===== src/rtl/i2s_tx_frame_pkg.sv =====
// Shared constants and frame type for the I2S/TDM frame transmitter.
// Defaults describe the 2ch/24b PMOD DAC output path.
package i2s_tx_frame_pkg;

  localparam int I2S_SAMPLE_WIDTH = 24;
  localparam int I2S_SLOT_WIDTH   = 24;
  localparam int I2S_NUM_CH       = 2;
  localparam int I2S_FIFO_DEPTH   = 4;
  localparam int I2S_MCLK_DIV     = 2;
  localparam int I2S_SCLK_DIV     = 4;

  typedef logic [I2S_NUM_CH*I2S_SAMPLE_WIDTH-1:0] i2s_frame_t;

endpackage


===== src/rtl/i2s_frame_fifo.sv =====
// Synchronous frame FIFO with occupancy count and async active-high reset.
// Push when full or pop when empty is ignored; no pass-through.
module i2s_frame_fifo
  import i2s_tx_frame_pkg::*;
#(
  parameter int WIDTH = I2S_NUM_CH*I2S_SAMPLE_WIDTH,
  parameter int DEPTH = I2S_FIFO_DEPTH
) (
  input  logic                     clk,
  input  logic                     rst,
  input  logic                     push,
  input  logic [WIDTH-1:0]         push_data,
  input  logic                     pop,
  output logic [WIDTH-1:0]         pop_data,
  output logic                     full,
  output logic                     empty,
  output logic [$clog2(DEPTH):0]   fill
);

  localparam int AW = $clog2(DEPTH);
  localparam logic [AW:0] DEPTH_V = (AW+1)'(DEPTH);

  logic [WIDTH-1:0] mem [DEPTH];
  logic [AW-1:0]    wr_ptr;
  logic [AW-1:0]    rd_ptr;
  logic             do_push;
  logic             do_pop;

  assign full     = (fill == DEPTH_V);
  assign empty    = (fill == '0);
  assign do_push  = push && !full;
  assign do_pop   = pop && !empty;
  assign pop_data = mem[rd_ptr];

  // pointer and occupancy tracking; pointers wrap naturally (power-of-two depth)
  always_ff @(posedge clk or posedge rst) begin
    if (rst) begin
      wr_ptr <= '0;
      rd_ptr <= '0;
      fill   <= '0;
    end else begin
      if (do_push) wr_ptr <= wr_ptr + 1'b1;
      if (do_pop)  rd_ptr <= rd_ptr + 1'b1;
      if (do_push && !do_pop)      fill <= fill + 1'b1;
      else if (do_pop && !do_push) fill <= fill - 1'b1;
    end
  end

  // frame storage; contents are don't-care while empty
  always_ff @(posedge clk) begin
    if (do_push) mem[wr_ptr] <= push_data;
  end

endmodule


===== src/rtl/i2s_tx_frame.sv =====
// I2S/TDM frame transmitter: FIFO, MCLK/SCLK/LRCK generation, MSB-first serialiser.
// Build option I2S_TX_HOLD_LAST_EN: repeat last fetched frame on underrun.
module i2s_tx_frame
  import i2s_tx_frame_pkg::*;
#(
  parameter int SAMPLE_WIDTH = I2S_SAMPLE_WIDTH,
  parameter int SLOT_WIDTH   = I2S_SLOT_WIDTH,
  parameter int NUM_CH       = I2S_NUM_CH,
  parameter int FIFO_DEPTH   = I2S_FIFO_DEPTH,
  parameter int MCLK_DIV     = I2S_MCLK_DIV,
  parameter int SCLK_DIV     = I2S_SCLK_DIV
) (
  input  logic                           clk_in,
  input  logic                           rst_in,
  input  logic [NUM_CH*SAMPLE_WIDTH-1:0] frame_in,
  input  logic                           frame_valid_in,
  output logic                           frame_ready_out,
  output logic [$clog2(FIFO_DEPTH):0]    fill_out,
  output logic                           underrun_out,
  output logic                           mclk_out,
  output logic                           sclk_out,
  output logic                           lrck_out,
  output logic                           sdin_out
);

  localparam int FB = NUM_CH*SLOT_WIDTH;
  localparam int FW = NUM_CH*SAMPLE_WIDTH;
  localparam int DW = $clog2(SCLK_DIV) + 1;
  localparam int BW = $clog2(FB);

  localparam logic [DW-1:0] DIV_MAX  = DW'(SCLK_DIV-1);
  localparam logic [DW-1:0] S_HALF   = DW'(SCLK_DIV/2);
  localparam logic [DW-1:0] M_DIV    = DW'(MCLK_DIV);
  localparam logic [DW-1:0] M_HALF   = DW'(MCLK_DIV/2);
  localparam logic [BW-1:0] BIT_MAX  = BW'(FB-1);
  localparam logic [BW-1:0] BIT_HALF = BW'(FB/2);
  localparam logic [BW-1:0] BIT_ONE  = BW'(1);

  logic [DW-1:0] div_cnt;
  logic [DW-1:0] div_nxt;
  logic [BW-1:0] bit_cnt;
  logic [BW-1:0] bit_nxt;
  logic [FB-1:0] shreg;
  logic [FB-1:0] shreg_nxt;
  logic [FB-1:0] slots;
  logic [FW-1:0] head;
  logic [FW-1:0] src;
  logic          full;
  logic          empty;
  logic          wrap;
  logic          fetch;
  logic          pop;

  i2s_frame_fifo #(
    .WIDTH (FW),
    .DEPTH (FIFO_DEPTH)
  ) u_fifo (
    .clk       (clk_in),
    .rst       (rst_in),
    .push      (frame_valid_in),
    .push_data (frame_in),
    .pop       (pop),
    .pop_data  (head),
    .full      (full),
    .empty     (empty),
    .fill      (fill_out)
  );

  assign frame_ready_out = !full && !rst_in;

`ifdef I2S_TX_HOLD_LAST_EN
  logic [FW-1:0] last_frame;

  // remember the most recent frame actually taken from the FIFO
  always_ff @(posedge clk_in or posedge rst_in) begin
    if (rst_in)   last_frame <= '0;
    else if (pop) last_frame <= head;
  end

  assign src = empty ? last_frame : head;
`else
  assign src = empty ? '0 : head;
`endif

  // divider/bit-counter steps, fetch strobe and slot layout of the next frame
  always_comb begin
    wrap    = (div_cnt == DIV_MAX);
    div_nxt = wrap ? '0 : div_cnt + 1'b1;
    bit_nxt = (bit_cnt == BIT_MAX) ? '0 : bit_cnt + 1'b1;
    fetch   = wrap && (bit_nxt == BIT_ONE);
    pop     = fetch && !empty;
    slots   = '0;
    for (int k = 0; k < NUM_CH; k++) begin
      slots[FB-1-k*SLOT_WIDTH -: SAMPLE_WIDTH] =
        src[k*SAMPLE_WIDTH +: SAMPLE_WIDTH];
    end
    shreg_nxt = fetch ? slots : {shreg[FB-2:0], 1'b0};
  end

  // clocks every cycle; serial state only on the SCLK falling edge
  always_ff @(posedge clk_in or posedge rst_in) begin
    if (rst_in) begin
      div_cnt      <= '0;
      bit_cnt      <= '0;
      shreg        <= '0;
      sclk_out     <= 1'b0;
      mclk_out     <= 1'b0;
      lrck_out     <= 1'b0;
      sdin_out     <= 1'b0;
      underrun_out <= 1'b0;
    end else begin
      div_cnt      <= div_nxt;
      sclk_out     <= (div_nxt >= S_HALF);
      mclk_out     <= ((div_nxt % M_DIV) >= M_HALF);
      underrun_out <= fetch && empty;
      if (wrap) begin
        bit_cnt  <= bit_nxt;
        lrck_out <= (bit_nxt >= BIT_HALF);
        shreg    <= shreg_nxt;
        sdin_out <= shreg_nxt[FB-1];
      end
    end
  end

endmodule


===== config.mk =====
export PLATFORM = sky130hd
export DESIGN_NAME = i2s_tx_frame
export DESIGN_NICKNAME = d
export VERILOG_FILES = /design/src/rtl/i2s_tx_frame_pkg.sv /design/src/rtl/i2s_frame_fifo.sv /design/src/rtl/i2s_tx_frame.sv
export SDC_FILE = /design/constraint.sdc
export NUM_CORES = 1
export LEC_CHECK = 0
export BUFFER_PORTS_ARGS = -buffer_cell sky130_fd_sc_hd__buf_2
export CAP_MARGIN = 20
export CORE_MARGIN = 5
export CORE_UTILIZATION = 45
export CTS_CLUSTER_SIZE = 16
export DETAILED_ROUTE_END_ITERATION = 10
export GPL_ROUTABILITY_DRIVEN = 0
export GPL_TIMING_DRIVEN = 0
export MAX_ROUTING_LAYER = met4
export SLEW_MARGIN = 20
export SYNTH_ARGS = -nofsm -noshare
export SYNTH_HDL_FRONTEND = slang
export SYNTH_HIERARCHICAL = 1
export SYNTH_SLANG_ARGS = --single-unit

===== constraint.sdc =====
create_clock -name clk_in -period 4.2 [get_ports clk_in]
set_input_delay 0.63 -clock clk_in [delete_from_list [all_inputs] [get_ports clk_in]]
set_output_delay 0.63 -clock clk_in [all_outputs]
set_load 0.05 [all_outputs]

### Word level (Yosys, flattened, before mapping)

Memories as Yosys holds them, arrays and structs flattened.
Index checks and enable logic that the tools add are counted.

* flip-flop bits (word level): 68
* output and inout bits: 9
* RAM bits: 192
* word-level logic and storage cells: 48
* bits of input ports: 51
* memories kept: 1

Memory list
* u_fifo.mem: words 4, bits a word 48, rd ports 1, clocked after Yosys merged registers in 0, write ports 1, line i2s_frame_fifo.sv:23 `logic [WIDTH-1:0] mem [DEPTH];`

* $add $sub $neg: 6
* magnitude comparators: 3
* mux-type cells: 8
* equality and inequality tests: 4
* reduce and logical (&&, ||, !) cells: 15

Operators by type and width (count)
* two-way mux 48 bit: 2
* two-way mux 3 bit: 3
* logical AND 1 bit: 8
* adder 3 x 1 -> 3 bit (second input constant): 2
* adder 6 x 1 -> 6 bit (second input constant): 1
* equality test 6 x 1 -> 1 bit (second input constant): 1
* equality test 6 bit (second input constant): 1
* greater-or-equal comparator 6 x 5 -> 1 bit (second input constant): 1
* two-way mux 6 bit: 1
* logical NOT 1 bit: 5
* adder 2 x 1 -> 2 bit (second input constant): 2
* equality test 3 x 2 -> 1 bit (second input constant): 1
* equality test 3 bit (second input constant): 1
* greater-or-equal comparator 3 x 2 -> 1 bit (second input constant): 1
* logical NOT 3 bit: 1
* subtractor 3 x 1 -> 3 bit (second input constant): 1
* two-way mux 1 bit: 2
* nonzero test 2 bit: 1
* greater-or-equal comparator 1 bit (second input constant): 1

### Longest topological paths before layout

Gate-level depths: netlist (run 1).

* depth in word-level cells: 9
* mapped depth: 15
* gate-level depth less buffers: 12

### Cells and area by module

Netlist (run 1), hierarchy kept.

By module, submodules not included
* i2s_frame_fifo: instances 1, seq. area each 5940.7 um^2, area each 7414.6 um^2, cells an instance 287
* i2s_tx_frame: instances 1, seq. area each 1501.4 um^2, area each 3196.8 um^2, cells an instance 292

### Worst setup path before layout (run 1)

No wires, ideal clock.

* path kind: reg-to-reg
* from: register div_cnt[0]
* to: register u_fifo.fill[1]
* data required time: 4075 ps
* stages on the path, launching flop included: 14
* path buffers: 3
* arrival time: 3157 ps
* path slack: 918 ps
* library setup time: 125 ps
* clock period less this slack: 3282 ps
* cells stage by stage: dfrtp_1 > ha_1 > nor2b_1 > clkbuf_1 > nand3_1 > a311o_1 > buf_6 > buf_8 > nor2_1 > nand2b_1 > ha_1 > inv_1 > fa_1 > mux2_2

* word-level cells in the longest chain between the ends: 7
* elaborated cells on any way between the ends: 9
* those cells by class: eq/ne (1); mux (1); reduce/logical (7)

RTL lines
* from (decl): line i2s_tx_frame.sv:39 `logic [DW-1:0] div_cnt;`
* from (signal assigned): line i2s_tx_frame.sv:112 `div_cnt <= div_nxt;`
* equality test 3 x 2 -> 1 bit (*): line i2s_tx_frame.sv:87 `wrap = (div_cnt == DIV_MAX);`
* logical AND 1 bit (*): line i2s_tx_frame.sv:90 `fetch = wrap && (bit_nxt == BIT_ONE);`
* logical AND 1 bit (*): line i2s_tx_frame.sv:91 `pop = fetch && !empty;`
* via pop: line i2s_tx_frame.sv:52 `logic pop;`
* logical AND 1 bit (*): line i2s_frame_fifo.sv:32 `assign do_pop = pop && !empty;`
* logical NOT 1 bit: line i2s_frame_fifo.sv:44 `if (do_push && !do_pop) fill <= fill + 1'b1;`
* logical AND 1 bit: line i2s_frame_fifo.sv:44
* two-way mux 3 bit or nonzero test 2 bit (tied branches)
* to (signal assigned): line i2s_frame_fifo.sv:44
* to (signal assigned): line i2s_frame_fifo.sv:45 `else if (do_pop && !do_push) fill <= fill - 1'b1;`
* to (decl): line i2s_frame_fifo.sv:17 `output logic [$clog2(DEPTH):0] fill`

The timed path passes the listed nets; every way through them passes the cells marked *.
A chain may end at the register's enable or synchronous reset.

### Final worst setup path (run 1)

* from: register bit_cnt[0]
* to: register u_fifo.fill[1]

* word-level cells in the longest chain between the ends: 9
* elaborated cells on any way between the ends: 12
* those cells by class: add/sub (1); eq/ne (2); mux (2); reduce/logical (7)

RTL lines
* from (decl): line i2s_tx_frame.sv:41 `logic [BW-1:0] bit_cnt;`
* from (signal assigned): line i2s_tx_frame.sv:117 `bit_cnt <= bit_nxt;`
* adder 6 x 1 -> 6 bit or equality test 6 bit (tied branches): line i2s_tx_frame.sv:89 `bit_nxt = (bit_cnt == BIT_MAX) ? '0 : bit_cnt + 1'b1;`
* two-way mux 6 bit (*): line i2s_tx_frame.sv:89
* equality test 6 x 1 -> 1 bit (*): line i2s_tx_frame.sv:90
* logical AND 1 bit (*): line i2s_tx_frame.sv:90
* logical AND 1 bit (*): line i2s_tx_frame.sv:91
* via pop: line i2s_tx_frame.sv:52
* logical AND 1 bit (*): line i2s_frame_fifo.sv:32
* logical NOT 1 bit: line i2s_frame_fifo.sv:44
* logical AND 1 bit: line i2s_frame_fifo.sv:44
* two-way mux 3 bit or nonzero test 2 bit (tied branches)

Marked as above.

==> results of run 1 <==
## path summary, 6_finish.rpt
kind / from / endpoint
hold / removal: rst_in / u_fifo/fill[2]
setup / recovery: bit_cnt[0] / u_fifo/fill[1]
max in group asynchronous: rst_in / shreg[40]
hold reg to reg: lrck_out / lrck_out
min in group clk_in: frame_in[38] / u_fifo/mem[2][38]
setup reg to reg: bit_cnt[0] / u_fifo/fill[1]
## cell usage in the layout (no fill, tap or decap), types with 6 or more instances in the layout
cell / Yosys / routed
buf_2: 7 / 66
mux2i_1: 94 / 94
nand2_1: 59 / 59
ha_1: 8 / 8
nor2_1: 8 / 8
inv_1: 11 / 10
dfrtp_1: 67 / 67
edfxtp_1: 192 / 192
clkbuf_16: 0 / 28
buf_12: 9 / 14
xnor2_1: 6 / 6
clkbuf_1: 12 / 25
mux4_2: 48 / 48
## critical path, delay by kind of cell (launching register included)
family | cells | cell delay [ns]
muxes | 1 | 0.28
adders and majority gates | 3 | 0.98
and+or+nand+nor | 3 | 0.64
DFF | 1 | 0.43
AOI/OAI and AO/OA | 1 | 0.29
buffers and inverters | 4 | 0.51
## layout make-up
type	count	area (sq um)	share of cell area
inverters	11	43.8	0.00357
repair buffers	64	395	0.0323
well taps	319	399	0.0326
clock buffers	42	763	0.0623
diodes	3	7.51	0.000613
clock inverters	10	61.3	0.00500
multi-input cells	275	2820	0.230
plain buffers	34	320	0.0261
flip-flops and latches	259	7440	0.607
## sequential cells by signal, indices dropped and copies added (netlist names)
register / cells
u_fifo/mem: 192
shreg: 47
bit_cnt: 6
div_cnt: 3
u_fifo/fill: 3
u_fifo/rd_ptr: 2
u_fifo/wr_ptr: 2
lrck_out: 1
sclk_out: 1
sdin_out: 1
underrun_out: 1
## cell usage after synthesis (all sizes together)
library cell	n
a21oi	4
nand3	3
nand2b	2
a221o	1
clkbuf	12
and3	1
nor3b	2
a22o	1
o32a	1
xor2	2
inv	11
xnor2	6
a211o	1
nand4	1
and2	6
or3	1
buf	22
o2111a	1
ha	8
a31oi	2
o21ai	6
nor2b	5
nand3b	2
nand2	59
a2111o	1
fa	1
a311o	1
mux2	2
mux4	48
edfxtp	192
mux2i	94
dfrtp	67
o31ai	3
nor3	2
nor2	8
## metal layers
metal	GRT usage	up-vias	share of wire
met3	0.0283	25	0.038
li1	-	2422	-
met1	0.186	2658	0.42
met4	0.0339	0	0.018
met2	0.263	84	0.52
met5	-	-	0
## cells by family after synthesis
group	Yosys count
AO/OA/AOI/OAI	22
XOR/XNOR	8
adder cells (fa/ha/maj)	9
buffers and inverters	45
flip-flops	259
multiplexers	144
AND/OR/NAND/NOR	92
## power by group through the flow
stage | Combinational [mW] | Sequential, mW | Clock (mW)
5_1_grt | 1.54 | 3.47 | 2.34
2_1_floorplan | 0.969 | 3.51 | 0
3_5_place_dp | 1.44 | 3.48 | 0
4_1_cts | 1.45 | 3.44 | 2.22
6_report | 1.40 | 3.43 | 2.17
3_3_place_gp | 1.34 | 3.49 | 0
==> summary.txt, run 1 <==
GRT
  – Total GRT Usage: 0.151
  – Antenna violations before repair: 3
  – Pin count of the biggest net entering global routing: 40
  – GRT overflow: 0
  – First-pass GRT wire length: 30,900 um
  – Vias in the first global route: 5,784

Synth
  – Syn. warnings: 6
  – Post-Synth XOR/XNOR Area: 0.00660
  – Post-synthesis register bit count: 259
  – Synthesized area: 0.0106 sq mm
  – Netlist cell types: 44
  – Mux share of post-synthesis cell area: 0.193
  – Synth Net Count: 639
  – Post-Synthesis Cells: 579
  – Simple-Gate Fraction of Synth Area: 0.0390
  – Synth Area in Compound Gates: 0.0146
  – Mean Syn Cell Area: 18.3 sq um
  – Largest family of logic cells by synthesized area: multiplexers
  – Share of the synthesized area in the top cell type: 0.543
  – Adder and majority gate portion of the synthesized area: 0.0113
  – Top cells by area, synth: edfxtp_1 (54%), dfrtp_1 (16%), mux4_2 (10%)
  – Seq/Total Area, Yosys: 0.701
  – Leading area contributor after synthesis: edfxtp_1

Layout
  – Nets: 733
  – Design area: 0.0123 sq mm
  – Layout cell share with drive strength beyond 1: 0.253
  – Finished Core Util: 0.525
  – # fillers: 1,881
  – Area grow syn2layout: 15.4%
  – Fin cells: 1,017

Power
  – Sw Ratio: 0.261
  – Clock group share of total power: 0.310
  – Comb pwr share: 0.200
  – Cell Int Power: 5.18 mW
  – Pwr/cell area: 571 mW/mm^2
  – Psw: 1.82 mW
  – Sequential share of power: 0.490
  – Peak VDD IR: 0.298 mV
  – Total power draw: 7.00 mW
  – P_leak: 5.00 nW

CTS
  – CTS Buffer Depth: 3
  – Clock-pin slew on the worst setup and hold paths: 0.06 ns
  – CTS Buf Count: 28
  – Clock root cell: clkbuf_16
  – Clk sinks: 259
  – Post-CTS Setup Repair Bufs: 0
  – Clk_lat worst skew: 0.54 ns
  – Post-CTS sizing: 0
  – CTS tree: yes
  – CTS HTree Levels: 1
  – CTS Hold Buffers Added: 0

Die
  – Die area: 0.0268 sq mm
  – # IOs: 60
  – Die height: 164 um
  – Die W: 164 um
  – Core area: 0.0233 sq mm
  – # rows: 56
  – Initial Util: 0.455

Timing
  – Hold WS: 0.0727 ns
  – Endpoints failing hold: 0
  – Max-slew violations: 0
  – Crit path time final: 3.23 ns
  – RSZ-0062 raised after global routing: false
  – Final worst-path cycle share: 0.769
  – Setup Viol. Count Final: 0
  – Worst Skew: 0.0271 ns
  – Slew HR: 0.514
  – Total Neg Setup Slack: 0 ns
  – Max Clock Freq: 0.310 GHz
  – Worst-Margin Slew: 0.729 ns
  – Final setup margin: 0.969 ns

Routing
  – DRC: 0
  – Post-DR wirelength/cell: 18.3 um
  – Routed Antenna Nets: 0
  – First-pass DRT Iterations: 4
  – Drt via density: 5.10
  – DRT iter0 DRCs: 256
  – Routed Wire Length: 18,600 um
  – Routed via count: 5,189

Placed design
  – Dpl cells: 962
  – Port bufs: 59
  – Cell area after placement: 0.0114 sq mm
  – Worst slack, placed: 0.964 ns
  – Dpl hpwl: 12,200 um

Critical path
  – Cell Chain, Critical Path: ha_1, inv_1, or3_1, a311o_1, buf_6, buf_8, nor2_1, nand2b_1, ha_1, inv_1, fa_1, mux2_2
  – Critical-path maximum fanout: 10
  – CP startpoint kind: flop
  – FF-to-FF path depth: 12
  – CP Class: flop to flop
  – Setup slack, reg-to-reg: 0.97 ns
  – CP endpoint kind: flop
  – Worst Path Arrival: 3.65 ns
  – Slowest cell on the critical path: dfrtp_1
  – WP data required: 4.62 ns
  – Worst path max stage delay: 0.43 ns

Run status
  – Outcome: completed

Hold path
  – HP Class: input pin to asynchronous set/reset pin

Run
  – # Max-Cap Violations: 0
Power figures use the tool's default switching activity.
==> run 2: changes to the inputs <==
--- a/config.mk
+++ b/config.mk
@@ -5,6 +5,7 @@
 export SDC_FILE = /design/constraint.sdc
 export NUM_CORES = 1
 export LEC_CHECK = 0
+export ABC_AREA = 1
 export BUFFER_PORTS_ARGS = -buffer_cell sky130_fd_sc_hd__buf_2
 export CAP_MARGIN = 20
 export CORE_MARGIN = 5
==> constraint.sdc (replaced) <==
create_clock -name clk_in -period 3.1 [get_ports clk_in]
set_input_delay 0.465 -clock clk_in [delete_from_list [all_inputs] [get_ports clk_in]]
set_output_delay 0.465 -clock clk_in [all_outputs]
set_load 0.05 [all_outputs]
==> summary.txt, run 2 <==
Run status
  – Outcome: completed (unchanged)

CTS
  – CTS tree: yes (unchanged)
  – CTS Buffer Depth: 3 (unchanged)
  – Clk sinks: 259 (unchanged)
  – Clk_lat worst skew: 0.54 ns (about the same)
  – CTS Buf Count: 28 (unchanged)
  – Post-CTS Setup Repair Bufs: 0 (unchanged)
  – Clock root cell: clkbuf_16 (unchanged)
  – CTS HTree Levels: 1 (unchanged)
  – Clock-pin slew on the worst setup and hold paths: 0.06 ns (about the same)

Die
  – Initial Util: 0.455 (about the same)
  – Die W: 172 um (was 164 um)
  – # rows: 59 (was 56)
  – Die area: 0.0296 sq mm (was 0.0268 sq mm)
  – # IOs: 60 (unchanged)
  – Core area: 0.0260 sq mm (was 0.0233 sq mm)
  – Die height: 172 um (was 164 um)

Placed design
  – Port bufs: 59 (unchanged)
  – Cell area after placement: 0.0128 sq mm (was 0.0114 sq mm)
  – Dpl hpwl: 17,200 um (was 12,200 um)
  – Dpl cells: 1,519 (was 962)

Timing
  – Setup Viol. Count Final: 0 (unchanged)
  – Slew HR: 0.558 (was 0.514)
  – Worst Skew: 0.0168 ns (was 0.0271 ns)
  – RSZ-0062 raised after global routing: false (unchanged)
  – Total Neg Setup Slack: 0 ns (unchanged)
  – Endpoints failing hold: 0 (unchanged)
  – Max Clock Freq: 0.341 GHz (was 0.310 GHz)
  – Final worst-path cycle share: 0.945 (was 0.769)
  – Worst-Margin Slew: 0.661 ns (was 0.729 ns)
  – Max-slew violations: 0 (unchanged)
  – Crit path time final: 2.93 ns (was 3.23 ns)

Run
  – # Max-Cap Violations: 0 (unchanged)

GRT
  – Vias in the first global route: 7,550 (was 5,784)
  – Total GRT Usage: 0.182 (was 0.151)
  – GRT overflow: 0 (unchanged)
  – Antenna violations before repair: 3 (unchanged)
  – First-pass GRT wire length: 41,100 um (was 30,900 um)
  – Pin count of the biggest net entering global routing: 35 (was 40)

Synth
  – Post-Synthesis Cells: 1,116 (was 579)
  – Synthesized area: 0.0118 sq mm (was 0.0106 sq mm)
  – Post-synthesis async set-or-reset flop share: 0.259 (unchanged)
  – Post-synthesis register bit count: 259 (unchanged)
  – Leading area contributor after synthesis: edfxtp_1 (unchanged)
  – Seq/Total Area, Yosys: 0.630 (was 0.701)
  – Most frequent cell after synthesis: nand2_1 (was edfxtp_1)
  – Top cells by area, synth: edfxtp_1 (49%), dfrtp_1 (14%), nand2_1 (11%) (was edfxtp_1 (54%), dfrtp_1 (16%), mux4_2 (10%))
  – Share of the synthesized area in the top cell type: 0.488 (was 0.543)
  – Syn. warnings: 6 (unchanged)
  – Netlist cell types: 29 (was 44)
  – EDFF count, synth: 192 (unchanged)
  – Commonest cells in the netlist: nand2_1 (361), edfxtp_1 (192), inv_1 (172), o211ai_1 (97), dfrtp_1 (67) (was edfxtp_1 (192), mux2i_1 (94), dfrtp_1 (67), nand2_1 (59), mux4_2 (48))
  – Primary FF master, synth: edfxtp_1 (unchanged)
  – Synth Net Count: 1,176 (was 639)
  – Mean Syn Cell Area: 10.6 sq um (was 18.3 sq um)

Hold path
  – HP Class: input pin to flop (was input pin to asynchronous set/reset pin)

Critical path
  – WP data required: 3.51 ns (was 4.62 ns)
  – CP Class: flop to flop (unchanged)
  – Worst Path Arrival: 3.34 ns (was 3.65 ns)
  – CP startpoint kind: flop (unchanged)
  – Critical-path maximum fanout: 10 (unchanged)
  – CP endpoint kind: flop (unchanged)

Layout
  – Most common cell after layout, fill and taps aside: nand2_1 (was edfxtp_1)
  – Nets: 1,275 (was 733)
  – Multi-input gate area: 0.00320 sq mm (was 0.00282 sq mm)
  – Largest register FFs: 192 (unchanged)
  – Finished Core Util: 0.529 (was 0.525)
  – # fillers: 2,268 (was 1,881)
  – Layout cell share with drive strength beyond 1: 0.162 (was 0.253)
  – Design area: 0.0137 sq mm (was 0.0123 sq mm)
  – Area grow syn2layout: 16.4% (was 15.4%)
  – Fin cells: 1,575 (was 1,017)
  – Largest reg by FF count: u_fifo/mem (unchanged)
  – Commonest cells after routing, fill and taps aside: nand2_1 (361), edfxtp_1 (192), inv_1 (171) (was edfxtp_1 (192), mux2i_1 (94), dfrtp_1 (67))
  – Register area: 0.00744 sq mm (unchanged)
  – Top Registers: u_fifo/mem x192, shreg x47, bit_cnt x6 (unchanged)

Routing
  – Routed via count: 7,771 (was 5,189)
  – Routed Antenna Nets: 0 (unchanged)
  – Drt via density: 4.93 (was 5.10)
  – Post-DR wirelength/cell: 16.3 um (was 18.3 um)
  – Routed Wire Length: 25,600 um (was 18,600 um)
  – DRC: 0 (unchanged)
  – First-pass DRT Iterations: 5 (was 4)
  – DRT iter0 DRCs: 438 (was 256)

Power
  – P_leak: 6.17 nW (was 5.00 nW)
  – Pwr/cell area: 739 mW/mm^2 (was 571 mW/mm^2)
  – Peak VDD IR: 0.611 mV (was 0.298 mV)
  – Total power draw: 10.2 mW (was 7.00 mW)
-- run 2: area by class of cell --
cell class                 instances  share of cell area
antenna                            3            0.000546
inverter                         175              0.0480
sequential                       259               0.541
clock inverter                    15              0.0116
multi-input combinational        614               0.233
timing repair buffer              69              0.0386
buffer                            68              0.0398
tap                              335              0.0305
clock buffer                      37              0.0564
-- run 2: worst paths after layout --
path	slack [ns]	from	cells after the start	to
worst max register to register	0.17	bit_cnt[0]	15	u_fifo/fill[1]
worst min register to register	0.48	shreg[32]	2	shreg[32]
worst min-delay path	0.14	frame_in[25]	1	u_fifo/mem[2][25]
min in group asynchronous	0.48	rst_in	3	u_fifo/rd_ptr[1]
worst max-delay path	0.17	bit_cnt[0]	15	u_fifo/fill[1]
max in group asynchronous	2.08	rst_in	4	shreg[37]
-- run 2: where the power goes --
group	internal [mW]	switching [mW]	total, mW
logic	0.758	1.53	2.29
registers	4.38	0.165	4.54
clock network	2.01	1.33	3.33
-- run 2: metal layers --
metal,wire length (um),GRT usage,part of all wire,vias to the layer above
met1,11900,0.255,0.46,3656
met4,410,0.0417,0.016,0
li1,-,-,-,3926
met3,1400,0.0336,0.055,36
met5,0,-,0,-
met2,11900,0.281,0.47,153
-- run 2: per-stage QoR --
step | worst slack, ns | hold WS (ns)
2_1_floorplan | -0.470 | 0.268
3_3_place_gp | -2.09 | 0.460
3_5_place_dp | 0.181 | 0.465
4_1_cts | 0.132 | 0.111
5_1_grt | 0.000646 | 0.107
6_report | 0.171 | 0.135
-- run 2: cell families after synthesis --
kind of cell	count (synthesis)	share of synthesized area
AOI/OAI and AO/OA	107	0.0666
xor gates and xnor gates	1	0.000742
adders and majority gates	9	0.0102
buffers and inverters	243	0.102
DFF	259	0.630
and+or+nand+nor	497	0.191
-- run 2: critical path: stages, from the launching register on --
cell and delay, ns:
dfrtp_1 0.42, ha_1 0.25, nand2_2 0.10, nor2_4 0.05, nand2_1 0.07, nand2_2 0.07
nor2_4 0.16, nand3_2 0.19, clkbuf_4 0.27, nor2_1 0.20, nand2_1 0.13, ha_1 0.22
inv_1 0.09, fa_1 0.42, nand2_1 0.07, o21ai_0 0.08
-- run 2: repair_timing --
action                     CTS  global route
hold buffers                 1             0
gates resized for setup      0             2
hold endpoints to repair    33             0
setup endpoints to repair    0             1
